`src/rtl/way_data_ram_ctrl_if.sv`:
```
// Bundle of refill, store, load and way data RAM signals around the
// way data RAM controller. The slave modport is the controller's view;
// the master modport is the requesters' and RAM's view.
interface way_data_ram_ctrl_if #(
  parameter int AWT           = 32,
  parameter int HALF_LINE_DWT = 256,
  parameter int LSU_DC_DWT    = 32,
  parameter int LSU_DC_SWT    = 4
) ();

  // refill requester
  logic                       refill_valid_i;
  logic                       refill_ready_o;
  logic [AWT-1:0]             refill_addr_i;
  logic [2*HALF_LINE_DWT-1:0] refill_data_i;
  logic                       refill_done_o;

  // store requester
  logic                       st_valid_i;
  logic                       st_ready_o;
  logic [AWT-1:0]             st_addr_i;
  logic [LSU_DC_SWT-1:0]      st_strobe_i;
  logic [LSU_DC_DWT-1:0]      st_data_i;

  // load requester
  logic                       ld_valid_i;
  logic                       ld_ready_o;
  logic [AWT-1:0]             ld_addr_i;
  logic                       ld_rvalid_o;
  logic [LSU_DC_DWT-1:0]      ld_rdata_o;

  // way data RAM
  logic                       ram_wr_en_o;
  logic [1:0]                 ram_wr_half_en_o;
  logic [AWT-1:0]             ram_wr_addr_o;
  logic [LSU_DC_SWT-1:0]      ram_wr_strobe_o;
  logic [HALF_LINE_DWT-1:0]   ram_wr_data_o;
  logic                       ram_rd_en_o;
  logic [AWT-1:0]             ram_rd_addr_o;
  logic                       ram_rd_wr_conflict_i;
  logic [LSU_DC_DWT-1:0]      ram_rd_word_i;

  modport slave (
    input  refill_valid_i, refill_addr_i, refill_data_i,
    output refill_ready_o, refill_done_o,
    input  st_valid_i, st_addr_i, st_strobe_i, st_data_i,
    output st_ready_o,
    input  ld_valid_i, ld_addr_i,
    output ld_ready_o, ld_rvalid_o, ld_rdata_o,
    output ram_wr_en_o, ram_wr_half_en_o, ram_wr_addr_o, ram_wr_strobe_o, ram_wr_data_o,
    output ram_rd_en_o, ram_rd_addr_o,
    input  ram_rd_wr_conflict_i, ram_rd_word_i
  );

  modport master (
    output refill_valid_i, refill_addr_i, refill_data_i,
    input  refill_ready_o, refill_done_o,
    output st_valid_i, st_addr_i, st_strobe_i, st_data_i,
    input  st_ready_o,
    output ld_valid_i, ld_addr_i,
    input  ld_ready_o, ld_rvalid_o, ld_rdata_o,
    input  ram_wr_en_o, ram_wr_half_en_o, ram_wr_addr_o, ram_wr_strobe_o, ram_wr_data_o,
    input  ram_rd_en_o, ram_rd_addr_o,
    output ram_rd_wr_conflict_i, ram_rd_word_i
  );

endinterface

```
`src/rtl/way_data_ram_ctrl.sv`:
```
// Way data RAM controller: arbitrates the single write port between
// two-beat half-line refills and word stores (with store starvation
// protection), and issues load reads, holding back any load whose RAM
// entry (line index + half) is being written in the same cycle.
module way_data_ram_ctrl #(
  parameter int AWT           = 32,
  parameter int WORD_SEL      = 4,
  parameter int ENTRY_SEL     = 7,
  parameter int HALF_LINE_DWT = 256,
  parameter int LSU_DC_DWT    = 32,
  parameter int LSU_DC_SWT    = 4,
  parameter int STARVE_MAX    = 4
) (
  input logic                clk_i,
  input logic                rst_i,
  way_data_ram_ctrl_if.slave bus
);

  localparam int LINE_LO  = WORD_SEL + 2;
  localparam int LINE_HI  = ENTRY_SEL + WORD_SEL + 1;
  localparam int HALF_BIT = WORD_SEL + 1;
  localparam int REP      = HALF_LINE_DWT / LSU_DC_DWT;

  typedef enum logic [0:0] {
    IDLE  = 1'b0,
    RF_HI = 1'b1
  } state_t;

  state_t                   state_r;
  state_t                   state_nxt_s;
  logic [3:0]               starve_cnt_r;
  logic                     ld_rvalid_r;
  logic                     refill_done_r;

  logic                     refill_win_s;
  logic                     wr_en_s;
  logic [1:0]               wr_half_en_s;
  logic [AWT-1:0]           wr_addr_s;
  logic [LSU_DC_SWT-1:0]    wr_strobe_s;
  logic [HALF_LINE_DWT-1:0] wr_data_s;
  logic                     wr_half_s;
  logic                     st_ready_s;
  logic                     refill_ready_s;
  logic                     hazard_s;
  logic                     ld_ready_s;
  logic                     rd_en_s;

  // Write-port arbitration, next state and write-port drive.
  always_comb begin
    state_nxt_s    = state_r;
    refill_win_s   = 1'b0;
    wr_en_s        = 1'b0;
    wr_half_en_s   = 2'b00;
    wr_addr_s      = {AWT{1'b0}};
    wr_strobe_s    = {LSU_DC_SWT{1'b0}};
    wr_data_s      = {HALF_LINE_DWT{1'b0}};
    wr_half_s      = 1'b0;
    st_ready_s     = 1'b0;
    refill_ready_s = 1'b0;
    if (rst_i) begin
      state_nxt_s = IDLE;
    end else begin
      case (state_r)
        IDLE: begin
          // A waiting store only yields while it has not lost too often.
          refill_win_s = bus.refill_valid_i &
                         (~bus.st_valid_i | (starve_cnt_r < 4'(STARVE_MAX)));
          if (refill_win_s) begin
            wr_en_s      = 1'b1;
            wr_half_en_s = 2'b10;
            wr_addr_s    = bus.refill_addr_i;
            wr_strobe_s  = {LSU_DC_SWT{1'b1}};
            wr_data_s    = bus.refill_data_i[HALF_LINE_DWT-1:0];
            wr_half_s    = 1'b0;
            state_nxt_s  = RF_HI;
          end else if (bus.st_valid_i) begin
            wr_en_s      = 1'b1;
            wr_half_en_s = 2'b00;
            wr_addr_s    = bus.st_addr_i;
            wr_strobe_s  = bus.st_strobe_i;
            wr_data_s    = {REP{bus.st_data_i}};
            wr_half_s    = bus.st_addr_i[HALF_BIT];
            st_ready_s   = 1'b1;
          end else begin
            wr_en_s = 1'b0;
          end
        end
        RF_HI: begin
          wr_en_s        = 1'b1;
          wr_half_en_s   = 2'b11;
          wr_addr_s      = bus.refill_addr_i;
          wr_strobe_s    = {LSU_DC_SWT{1'b1}};
          wr_data_s      = bus.refill_data_i[2*HALF_LINE_DWT-1:HALF_LINE_DWT];
          wr_half_s      = 1'b1;
          refill_ready_s = 1'b1;
          state_nxt_s    = IDLE;
        end
        default: begin
          state_nxt_s = IDLE;
        end
      endcase
    end
  end

  // Load hazard: RAM-reported conflict or a write to the same entry this cycle.
  always_comb begin
    hazard_s = bus.ram_rd_wr_conflict_i |
               (wr_en_s &
                (bus.ld_addr_i[LINE_HI:LINE_LO] == wr_addr_s[LINE_HI:LINE_LO]) &
                (bus.ld_addr_i[HALF_BIT] == wr_half_s));
    if (rst_i) begin
      rd_en_s    = 1'b0;
      ld_ready_s = 1'b0;
    end else begin
      rd_en_s    = bus.ld_valid_i;
      ld_ready_s = bus.ld_valid_i & ~hazard_s;
    end
  end

  // State, starvation counter and registered pulse outputs.
  always_ff @(posedge clk_i) begin
    if (rst_i) begin
      state_r       <= IDLE;
      starve_cnt_r  <= 4'd0;
      ld_rvalid_r   <= 1'b0;
      refill_done_r <= 1'b0;
    end else begin
      state_r       <= state_nxt_s;
      ld_rvalid_r   <= ld_ready_s;
      refill_done_r <= refill_ready_s;
      if (st_ready_s) begin
        starve_cnt_r <= 4'd0;
      end else if (refill_win_s && bus.st_valid_i && (starve_cnt_r != 4'hF)) begin
        starve_cnt_r <= starve_cnt_r + 4'd1;
      end else begin
        starve_cnt_r <= starve_cnt_r;
      end
    end
  end

  assign bus.ram_wr_en_o      = wr_en_s;
  assign bus.ram_wr_half_en_o = wr_half_en_s;
  assign bus.ram_wr_addr_o    = wr_addr_s;
  assign bus.ram_wr_strobe_o  = wr_strobe_s;
  assign bus.ram_wr_data_o    = wr_data_s;
  assign bus.ram_rd_en_o      = rd_en_s;
  assign bus.ram_rd_addr_o    = bus.ld_addr_i;
  assign bus.st_ready_o       = st_ready_s;
  assign bus.refill_ready_o   = refill_ready_s;
  assign bus.refill_done_o    = refill_done_r;
  assign bus.ld_ready_o       = ld_ready_s;
  assign bus.ld_rvalid_o      = ld_rvalid_r;
  assign bus.ld_rdata_o       = bus.ram_rd_word_i;

endmodule

```
`src/flat_wrapper.sv`:
```
// flat-port wrapper written by rule: the top's interface ports become plain ports
module way_data_ram_ctrl_flat 
#(
  parameter int AWT           = 32,
  parameter int WORD_SEL      = 4,
  parameter int ENTRY_SEL     = 7,
  parameter int HALF_LINE_DWT = 256,
  parameter int LSU_DC_DWT    = 32,
  parameter int LSU_DC_SWT    = 4,
  parameter int STARVE_MAX    = 4
)
  (clk_i, rst_i, bus_refill_valid_i, bus_refill_addr_i, bus_refill_data_i, bus_refill_ready_o, bus_refill_done_o, bus_st_valid_i, bus_st_addr_i, bus_st_strobe_i, bus_st_data_i, bus_st_ready_o, bus_ld_valid_i, bus_ld_addr_i, bus_ld_ready_o, bus_ld_rvalid_o, bus_ld_rdata_o, bus_ram_wr_en_o, bus_ram_wr_half_en_o, bus_ram_wr_addr_o, bus_ram_wr_strobe_o, bus_ram_wr_data_o, bus_ram_rd_en_o, bus_ram_rd_addr_o, bus_ram_rd_wr_conflict_i, bus_ram_rd_word_i);
  way_data_ram_ctrl_if #(.AWT(AWT), .HALF_LINE_DWT(HALF_LINE_DWT), .LSU_DC_DWT(LSU_DC_DWT), .LSU_DC_SWT(LSU_DC_SWT)) bus_i ();
  input logic clk_i;
  input logic rst_i;
  input wire logic [$bits(bus_i.refill_valid_i)-1:0] bus_refill_valid_i;
  input wire logic [$bits(bus_i.refill_addr_i)-1:0] bus_refill_addr_i;
  input wire logic [$bits(bus_i.refill_data_i)-1:0] bus_refill_data_i;
  output wire logic [$bits(bus_i.refill_ready_o)-1:0] bus_refill_ready_o;
  output wire logic [$bits(bus_i.refill_done_o)-1:0] bus_refill_done_o;
  input wire logic [$bits(bus_i.st_valid_i)-1:0] bus_st_valid_i;
  input wire logic [$bits(bus_i.st_addr_i)-1:0] bus_st_addr_i;
  input wire logic [$bits(bus_i.st_strobe_i)-1:0] bus_st_strobe_i;
  input wire logic [$bits(bus_i.st_data_i)-1:0] bus_st_data_i;
  output wire logic [$bits(bus_i.st_ready_o)-1:0] bus_st_ready_o;
  input wire logic [$bits(bus_i.ld_valid_i)-1:0] bus_ld_valid_i;
  input wire logic [$bits(bus_i.ld_addr_i)-1:0] bus_ld_addr_i;
  output wire logic [$bits(bus_i.ld_ready_o)-1:0] bus_ld_ready_o;
  output wire logic [$bits(bus_i.ld_rvalid_o)-1:0] bus_ld_rvalid_o;
  output wire logic [$bits(bus_i.ld_rdata_o)-1:0] bus_ld_rdata_o;
  output wire logic [$bits(bus_i.ram_wr_en_o)-1:0] bus_ram_wr_en_o;
  output wire logic [$bits(bus_i.ram_wr_half_en_o)-1:0] bus_ram_wr_half_en_o;
  output wire logic [$bits(bus_i.ram_wr_addr_o)-1:0] bus_ram_wr_addr_o;
  output wire logic [$bits(bus_i.ram_wr_strobe_o)-1:0] bus_ram_wr_strobe_o;
  output wire logic [$bits(bus_i.ram_wr_data_o)-1:0] bus_ram_wr_data_o;
  output wire logic [$bits(bus_i.ram_rd_en_o)-1:0] bus_ram_rd_en_o;
  output wire logic [$bits(bus_i.ram_rd_addr_o)-1:0] bus_ram_rd_addr_o;
  input wire logic [$bits(bus_i.ram_rd_wr_conflict_i)-1:0] bus_ram_rd_wr_conflict_i;
  input wire logic [$bits(bus_i.ram_rd_word_i)-1:0] bus_ram_rd_word_i;
  assign bus_i.refill_valid_i = bus_refill_valid_i;
  assign bus_i.refill_addr_i = bus_refill_addr_i;
  assign bus_i.refill_data_i = bus_refill_data_i;
  assign bus_refill_ready_o = bus_i.refill_ready_o;
  assign bus_refill_done_o = bus_i.refill_done_o;
  assign bus_i.st_valid_i = bus_st_valid_i;
  assign bus_i.st_addr_i = bus_st_addr_i;
  assign bus_i.st_strobe_i = bus_st_strobe_i;
  assign bus_i.st_data_i = bus_st_data_i;
  assign bus_st_ready_o = bus_i.st_ready_o;
  assign bus_i.ld_valid_i = bus_ld_valid_i;
  assign bus_i.ld_addr_i = bus_ld_addr_i;
  assign bus_ld_ready_o = bus_i.ld_ready_o;
  assign bus_ld_rvalid_o = bus_i.ld_rvalid_o;
  assign bus_ld_rdata_o = bus_i.ld_rdata_o;
  assign bus_ram_wr_en_o = bus_i.ram_wr_en_o;
  assign bus_ram_wr_half_en_o = bus_i.ram_wr_half_en_o;
  assign bus_ram_wr_addr_o = bus_i.ram_wr_addr_o;
  assign bus_ram_wr_strobe_o = bus_i.ram_wr_strobe_o;
  assign bus_ram_wr_data_o = bus_i.ram_wr_data_o;
  assign bus_ram_rd_en_o = bus_i.ram_rd_en_o;
  assign bus_ram_rd_addr_o = bus_i.ram_rd_addr_o;
  assign bus_i.ram_rd_wr_conflict_i = bus_ram_rd_wr_conflict_i;
  assign bus_i.ram_rd_word_i = bus_ram_rd_word_i;
  way_data_ram_ctrl #(.AWT(AWT), .WORD_SEL(WORD_SEL), .ENTRY_SEL(ENTRY_SEL), .HALF_LINE_DWT(HALF_LINE_DWT), .LSU_DC_DWT(LSU_DC_DWT), .LSU_DC_SWT(LSU_DC_SWT), .STARVE_MAX(STARVE_MAX)) u_core (.clk_i(clk_i), .rst_i(rst_i), .bus(bus_i));
endmodule
```
`config.mk`:
```
export PLATFORM = sky130hd
export DESIGN_NAME = way_data_ram_ctrl_flat
export DESIGN_NICKNAME = d
export VERILOG_FILES = /design/src/rtl/way_data_ram_ctrl_if.sv /design/src/rtl/way_data_ram_ctrl.sv /design/src/flat_wrapper.sv
export SDC_FILE = /design/constraint.sdc
export NUM_CORES = 1
export LEC_CHECK = 0
export CORE_AREA = 2 2 404 406
export CTS_BUF_LIST = sky130_fd_sc_hd__clkbuf_2 sky130_fd_sc_hd__clkbuf_4 sky130_fd_sc_hd__clkbuf_8
export CTS_CLUSTER_SIZE = 25
export DETAILED_ROUTE_END_ITERATION = 6
export DIE_AREA = 0 0 406 408
export PLACE_DENSITY_LB_ADDON = 0.15
export SETUP_SLACK_MARGIN = 0.1
export SLEW_MARGIN = 0
export SYNTH_ARGS = -nofsm -noshare
export SYNTH_HDL_FRONTEND = slang
export SYNTH_SLANG_ARGS = --single-unit
```
`constraint.sdc`:
```
create_clock -name clk_i -period 3.1 [get_ports clk_i]
set_clock_uncertainty 0.1 [all_clocks]
set_input_delay 0.62 -clock clk_i [delete_from_list [all_inputs] [get_ports clk_i]]
set_output_delay 0.62 -clock clk_i [all_outputs]
set_load 0.005 [all_outputs]
```
== Word level (Yosys, flattened, before mapping) ==
Cells that the tools add are included.
Operators by class
  order comparisons: 1
  reductions and logical operators: 3
  bitwise logic cells: 9
  equality and inequality tests: 3
  multiplexer cells: 34
  add/sub/neg operators: 1
Operators by type and width (count)
  256-bit two-way mux: 3
  256-bit case mux with 2 select lines: 1
  32-bit two-way mux: 3
  32-bit case mux with 2 select lines: 1
  1-bit two-way mux: 16
  4-bit two-way mux: 3
  4-bit case mux with 2 select lines: 1
  7-bit equality test: 1
  1-bit case mux with 2 select lines: 3
  4-bit by 1-bit adder with 4-bit output, second input constant: 1
  1-bit bitwise AND: 4
  4-bit by 3-bit < comparator with 1-bit output, second input constant: 1
  2-bit two-way mux: 2
  4-bit inequality test, second input constant: 1
  2-bit case mux with 2 select lines: 1
  1-bit NOT: 3
  1-bit logical AND: 2
  1-bit bitwise OR: 2
  2-bit OR reduction: 1
  1-bit equality test: 1
Storage, ports and cells
  output and inout bits: 365
  register bits after elaboration: 7
  logic and storage cells: 55
  input bits: 682

== Longest topological paths before layout ==
Gate-level depths: netlist (run 1).
  word-level depth: 13
  gate-level depth with buffers: 8
  mapped depth without buffers: 5

== Least setup slack after synthesis (run 1) ==
Ideal clock, no wire load.
  path kind: input to output
  from: input port bus_refill_valid_i
  to: output port bus_ld_ready_o
  data arrival time: 2.194 ns
  slack: 0.186 ns
  buffers on the path: 2
  stages: 7
  path through: buf_4 -> or3b_1 -> buf_2 -> and2_4 -> a221o_1 -> a2111oi_2 -> a21oi_1
On the way
  word-level cells in the longest chain between the ends: 11
  elaborated cells on any way between the ends: 18
RTL lines
  start: declaration: line flat_wrapper.sv:16  | input wire logic [$bits(bus_i.refill_valid_i)-1:0] bus_refill_valid_i;
  1-bit bitwise AND (*): line way_data_ram_ctrl.sv:66  | refill_win_s = bus.refill_valid_i &
  32-bit two-way mux: line way_data_ram_ctrl.sv:68  | if (refill_win_s) begin
  32-bit case mux with 2 select lines: line way_data_ram_ctrl.sv:63  | case (state_r)
  32-bit two-way mux: line way_data_ram_ctrl.sv:60  | if (rst_i) begin
  7-bit equality test: line way_data_ram_ctrl.sv:109  | (bus.ld_addr_i[LINE_HI:LINE_LO] == wr_addr_s[LINE_HI:LINE_LO]) &
  1-bit bitwise AND: line way_data_ram_ctrl.sv:108  | (wr_en_s &
  1-bit bitwise AND (*): line way_data_ram_ctrl.sv:109
  1-bit bitwise OR (*): line way_data_ram_ctrl.sv:107  | hazard_s = bus.ram_rd_wr_conflict_i |
  1-bit NOT (*): line way_data_ram_ctrl.sv:116  | ld_ready_s = bus.ld_valid_i & ~hazard_s;
  1-bit bitwise AND (*): line way_data_ram_ctrl.sv:116
  1-bit two-way mux (*): line way_data_ram_ctrl.sv:111  | if (rst_i) begin
  end: declaration: line flat_wrapper.sv:28  | output wire logic [$bits(bus_i.ld_ready_o)-1:0] bus_ld_ready_o;
Every way passes the cells marked *; elsewhere a longest branch is shown, timed or not.

== Worst setup path in the final report (run 1) ==
  from: input port bus_st_valid_i
  to: output port bus_ld_ready_o
On the way
  word-level cells in the longest chain between the ends: 13
  elaborated cells on any way between the ends: 23
RTL lines
  start: declaration: line flat_wrapper.sv:21  | input wire logic [$bits(bus_i.st_valid_i)-1:0] bus_st_valid_i;
  1-bit NOT: line way_data_ram_ctrl.sv:67  | (~bus.st_valid_i | (starve_cnt_r < 4'(STARVE_MAX)));
  1-bit bitwise OR: line way_data_ram_ctrl.sv:67
  1-bit bitwise AND: line way_data_ram_ctrl.sv:66
  32-bit two-way mux: line way_data_ram_ctrl.sv:68
  32-bit case mux with 2 select lines: line way_data_ram_ctrl.sv:63
  32-bit two-way mux: line way_data_ram_ctrl.sv:60
  7-bit equality test: line way_data_ram_ctrl.sv:109
  1-bit bitwise AND: line way_data_ram_ctrl.sv:108
  1-bit bitwise AND (*): line way_data_ram_ctrl.sv:109
  1-bit bitwise OR (*): line way_data_ram_ctrl.sv:107
  1-bit NOT (*): line way_data_ram_ctrl.sv:116
  1-bit bitwise AND (*): line way_data_ram_ctrl.sv:116
  1-bit two-way mux (*): line way_data_ram_ctrl.sv:111
Marks and branches as above.

==> impl_metrics.ini, run 1 <==
[synth]
synth-edff-count = 0
synth_top_area_share_pct = 22.9
synth_cell_types = 40
ys_seq_elements = 7
ys.flop_type = dfxtp_1
synth_mux_area_share_pct = 0.195
avgSynthCellArea_um2 = 4.78
synth_compound_area_share_pct = 37.9
async_reset_ff_share_pct = 0
synth_fp_nets = 1759
yosys.area_share.simple_pct = 43.4
yosysMostFrequentCell = nand2_1
synth_top_cell_by_area = o21ai_0
synthXorXnorAreaFrac_pct = 0
synth_commonest_cells = nand2_1, nor2_1, o21ai_0
synthAdderAreaFrac_pct = 0.243
yosysSeqAreaShare_pct = 2.73
ys_warn_count = 0
synthTopCellsByArea = o21ai_0, nand2_1, nor2_1
synth_top_family_by_area = simple AND/OR/NAND/NOR gates
netlist_area_um2 = 5140
syn_inst = 1076

[timing]
post-route-period-util_pct = 101
fmax_ghz = 0.320
finalSetupViolations = 1
rsz0062_at_grt = yes
slew_violations = 0
worst_pin_slew_ns = 0.557
final_hold_viol_count = 0
setup_ws_ns = -0.0282
relSlewSlack_pct = 62.9
layout_min_cycle_time_ns = 3.13

[placement]
io_buffers = 934
dp_hpwl_um = 100000
routabilityCongestion = 0.876
dp.cells = 4231

[worst_setup_path]
crit_type = input port to primary output
required_ns = 2.38
crit_fanout = 8
end_kind = primary output
start_kind = input port
cp.arrival_ns = 2.41

[power]
p_switching_uw = 1350
intPower_uw = 1910
worst_ir_drop_vdd_v = 0.0000687
pwr-share-clk_pct = 4.8
p_comb_share_pct = 92.2
power_density_nw_per_um2 = 163
p_leak_uw = 0.00827
p_total_uw = 3260
pwr-share-seq_pct = 2.9
switching_share_pct = 41.5

[grt]
grt_pass1_vias = 12500
grt_usage_pct = 13.0
antenna_found_initial = 86
grt_pass1_wl_um = 140000
grt_start_max_net_pins = 33
grt-ovfl-total = 0

[route]
postRouteAntennaNets = 0
drt_iter0_markers = 566
vias_per_cell = 2.83
via_count = 12200
wl_per_cell_um = 26.3
drt-total-wl_um = 113000
drcViolationCount = 0
drt_first_pass_iters = 5

[outcome]
violations = negative setup slack
status = complete, but fails checks

[floorplanning]
core_area_um2 = 162000
num_rows = 148
die_h_um = 408
die_w_um = 406
io_pins = 1047
dieArea_um2 = 166000
initial_core_util_pct = 3.18

[cells_and_area]
area_growth_pct = 290
layout.cells.non_filler = 4312
final_layout_size_suffix_gt1_share_pct = 22.3
final_nets = 2816

[clocking]
root_buffer = clkbuf_8
clkSinkCount = 7
htree_levels = 1
numCtsBuffers = 3
worstSkewPairLatency_ns = 0.24
clk_pin_slew_ns = 0.05
clock_path_buffers = 2
cts_tree = built

[hold_path]
min_path_type = flip-flop to flip-flop

[flow_run]
max_cap_violations = 0
metrics by stage:
step	utilization (%)	hold slack (ns)	worst slack [ns]	TNS, ns	area (µm²)
global placement	11.5	0.346	-1.40	-224.58	18500
CTS	12.1	0.363	-0.106	-0.855	19500
global route	12.4	0.383	-0.106	-0.106	20000
floorplan	-	0.336	0.186	0	5140
detailed placement	11.5	0.354	-1.47	-237.36	18500
finish	12.4	0.360	-0.0282	-0.0282	20000
layout by cell type, fill, tap and decap left out, types with 2 or more instances in the layout:
cell type / instances
clkdlybuf4s50_1: 642
nor2_1: 260
nand2_1: 249
buf_4: 185
dlygate4sd2_1: 140
o21ai_0: 131
o21ai_1: 89
buf_12: 69
dlymetal6s2s_1: 45
clkbuf_2: 36
o21ai_2: 29
a22o_1: 25
buf_6: 25
nand2_2: 23
a21oi_4: 19
buf_2: 14
a21oi_1: 13
a21oi_2: 12
and2_1: 12
o21ai_4: 10
buf_16: 8
clkdlybuf4s15_1: 8
clkdlybuf4s15_2: 8
buf_8: 8
bufbuf_16: 6
diode_2: 5
o211ai_1: 5
a31oi_1: 5
a222oi_1: 5
dfxtp_1: 4
nor2b_1: 3
clkbuf_8: 3
nand2b_1: 2
nand3_1: 2
nor2_2: 2
a32oi_1: 2
inv_1: 2
dfxtp_2: 2
final timing paths:
| kind | from | slack [ns] | end | cells past startpoint |
|---|---|---|---|---|
| setup / recovery | bus_st_valid_i | -0.03 | bus_ld_ready_o | 9 |
| hold / removal | u_core.starve_cnt_r[1] | 0.36 | u_core.starve_cnt_r[1] | 2 |
| setup reg to reg | u_core.starve_cnt_r[2] | 0.94 | u_core.bus.ld_rvalid_o | 6 |
| hold reg to reg | u_core.starve_cnt_r[1] | 0.36 | u_core.starve_cnt_r[1] | 2 |
critical path: stages:
cell and delay (ns):
buf_12 0.11, nor3b_4 0.16, buf_4 0.14, buf_8 0.13, and2_4 0.21, a221o_1 0.37, a2111oi_4 0.40, a21oi_1 0.11
buf_2 0.16
per-layer routing:
| layer | vias up | GRT usage [%] | share of wire (%) |
|---|---|---|---|
| met5 | - | 0 | 0.050 |
| met4 | 10 | 0.827 | 1.4 |
| met3 | 184 | 3.44 | 7.4 |
| met2 | 675 | 23.3 | 49 |
| met1 | 5676 | 16.1 | 42 |
| li1 | 5668 | - | - |
registers in the layout (all words and copies together) (netlist names):
signal                    flops
u_core.bus.ld_rvalid_o        1
u_core.starve_cnt_r           4
u_core.state_r                1
u_core.bus.refill_done_o      1
area by class of cell:
| cell class | instances | area, µm² |
|---|---|---|
| Antenna cell | 5 | 12.5 |
| Multi-Input combinational cell | 924 | 4850 |
| Tap cell | 2175 | 2720 |
| Sequential cell | 7 | 146 |
| Timing Repair Buffer | 1195 | 12200 |
| Inverter | 2 | 7.51 |
| Clock buffer | 4 | 48.8 |
| Fill cell | 18900 | 142000 |
repair_timing:
item / 4_1_cts / 5_1_grt
resized for setup: 502 / 254
buffers inserted: 32 / 31
setup endpoints to repair: 299 / 147
pin swaps: 19 / 14
gates cloned: 9 / 0
hold buffers: 0 / 0
logic make-up (layout without fill, tap and decap cells):
logic type | Yosys count | after routing
AND/OR/NAND/NOR | 569 | 569
AO/OA/AOI/OAI | 353 | 353
buffers and inverters | 145 | 1201
flip-flops | 7 | 7
adder cells (fa/ha/maj) | 1 | 1
multiplexers | 1 | 1
other | 0 | 5
power by group through the flow:
stage | Clock [µW] | Combinational [µW] | Sequential [µW]
final | 157 | 3010 | 95.3
after floorplan | 0 | 578 | 96.6
after global routing | 174 | 3220 | 95.5
after global placement | 0 | 2960 | 96.8
after detailed placement | 0 | 2950 | 96.6
after CTS | 170 | 3030 | 95.2
Note: power is estimated with default switching activity, not from simulation.
==> inputs of run 2 (changes only) <==
- REMOVE_ABC_BUFFERS: unset -> 1
==> run 2 against run 1 <==
  * The run still ends with negative setup slack left
  * Utilization grew 0.71 points
  * Fmax fell by 0.57%
  * Cell area up 5.7%
  * Critical path depth unchanged
  * First-iteration DRC count increased by 13%
  * Wire length grew 13%
  * Non-clock buffer count grew 62
  * Combinational power grew 9.3%
  * Worst setup slack worse by 0.018 ns
  * Register-to-register slack got worse by 0.07 ns
  * Flip-flop and latch count stayed put
  * Critical endpoint unchanged
==> impl_metrics.ini, run 2 (same netlist as run 1, synthesis figures left out) <==
[worst_setup_path]
startpoint = bus_refill_valid_i
r2r_cells = 8
path_cells = buf_8, or3b_4, and2_4, buf_6, a222oi_1, a2111oi_4, buf_4, a21oi_4, buf_2
crit_fanout = 6
cp.arrival_ns = 2.43
rrSetupSlack_ns = 0.87
critPathCapture = bus_ld_ready_o
start_kind = input port
end_kind = primary output
slowest_delay_ns = 0.50
rr_startpoint = u_core.starve_cnt_r[3]
slowest_stage = a222oi_1
crit_type = input port to primary output
required_ns = 2.38
r2r-end = u_core.bus.ld_rvalid_o

[grt]
grt_pass1_wl_um = 157000
grt_pass1_vias = 13300
grt-ovfl-total = 0
grt_start_max_net_pins = 19
antenna_found_initial = 97
grt_usage_pct = 14.7

[power]
p_leak_uw = 0.00846
p_total_uw = 3540
worst_ir_drop_vdd_v = 0.0000860
power_density_nw_per_um2 = 167

[timing]
post-route-period-util_pct = 101
final_hold_viol_count = 0
worst_pin_slew_ns = 0.649
slew_violations = 0
finalSetupViolations = 4
layout_min_cycle_time_ns = 3.15
fmax_ghz = 0.318
setup_tns_ns = -0.0664
setup_ws_ns = -0.0461
relSlewSlack_pct = 56.6
rsz0062_at_grt = yes

[hold_path]
min_path_type = flip-flop to flip-flop

[cells_and_area]
largest_register_ffs = 4
layout.area.seq_um2 = 146
regMostFlops = u_core.starve_cnt_r
multi_input_area_um2 = 5410
layout_common_cells = clkdlybuf4s50_1, nand2_1, nor2_1
utilization_pct = 13.1
nFillCells = 18800
layout_commonest_cell = clkdlybuf4s50_1
final_nets = 2878
area_growth_pct = 312
final_layout_size_suffix_gt1_share_pct = 29.9

[floorplanning]
dieArea_um2 = 166000
die_h_um = 408
die_w_um = 406
core_area_um2 = 162000
io_pins = 1047
initial_core_util_pct = 3.18
num_rows = 148

[placement]
dp_hpwl_um = 114000
routabilityCongestion = 0.904
dp_slack_ns = -1.57
io_buffers = 934

[route]
postRouteAntennaNets = 0
drcViolationCount = 0
vias_per_cell = 2.96
wl_per_cell_um = 29.3
drt_iter0_markers = 641
via_count = 13000
drt_first_pass_iters = 5
drt-total-wl_um = 128000

[clocking]
worstSkewPairLatency_ns = 0.25
numCtsBuffers = 3
clock_path_buffers = 2
hold_buffers = 0
clkSinkCount = 7
clk_pin_slew_ns = 0.05
cts_tree = built
htree_levels = 1
root_buffer = clkbuf_8

[outcome]
violations = negative setup slack
status = complete, but fails checks

[flow_run]
max_cap_violations = 0
run 2: routing by layer:
metal	share of wire [%]	up-vias	global-route usage, %
met5	0.13	-	0.234
met4	1.1	22	1.12
met3	8.6	156	4.64
met2	48	764	25.3
met1	43	6227	18.5
li1	-	5805	-
run 2: worst min path at each step:
stage | startpoint | cells past startpoint | slack [ns] | end
after floorplan | u_core.starve_cnt_r[1] | 2 | 0.33 | u_core.starve_cnt_r[1]
after global placement | u_core.starve_cnt_r[1] | 2 | 0.35 | u_core.starve_cnt_r[1]
after detailed placement | u_core.starve_cnt_r[1] | 2 | 0.36 | u_core.starve_cnt_r[1]
after CTS | u_core.starve_cnt_r[1] | 2 | 0.36 | u_core.starve_cnt_r[1]
after global routing | u_core.starve_cnt_r[0] | 2 | 0.40 | u_core.starve_cnt_r[0]
final | u_core.starve_cnt_r[1] | 2 | 0.36 | u_core.starve_cnt_r[1]
run 2: where the power goes:
group / switching [µW] / internal (µW)
clock network: 63.3 / 99.5
registers: 1.73 / 92.2
logic: 1440 / 1850
run 2: critical path, delay by kind of cell:
kind | cells | cell delay [ns]
AO/OA/AOI/OAI | 3 | 0.71
AND/OR/NAND/NOR | 2 | 0.58
buffers and inverters | 4 | 0.51
run 2: cell type report:
class                   count  share of cell area (%)
repair buffers           1257                    60.5
multi-input cells         924                    25.5
well taps                2175                    12.9
flip-flops and latches      7                   0.692
clock buffers               4                   0.231
diodes                     12                   0.142
inverters                   2                  0.0355
run 2: timing repair:
item	4_1_cts	5_1_grt
pin swaps	48	54
endpoints found under the setup margin	298	181
gates cloned	10	0
resized for setup	793	317
buffers inserted	91	44
run 2: through the flow:
step	hold WS, ns	cells	instance area [µm²]
detailed placement	0.357	4224	18100
global route	0.398	4374	21100
CTS	0.364	4329	20300
finish	0.360	4381	21200
global placement	0.351	4224	18100
floorplan	0.330	933	4350
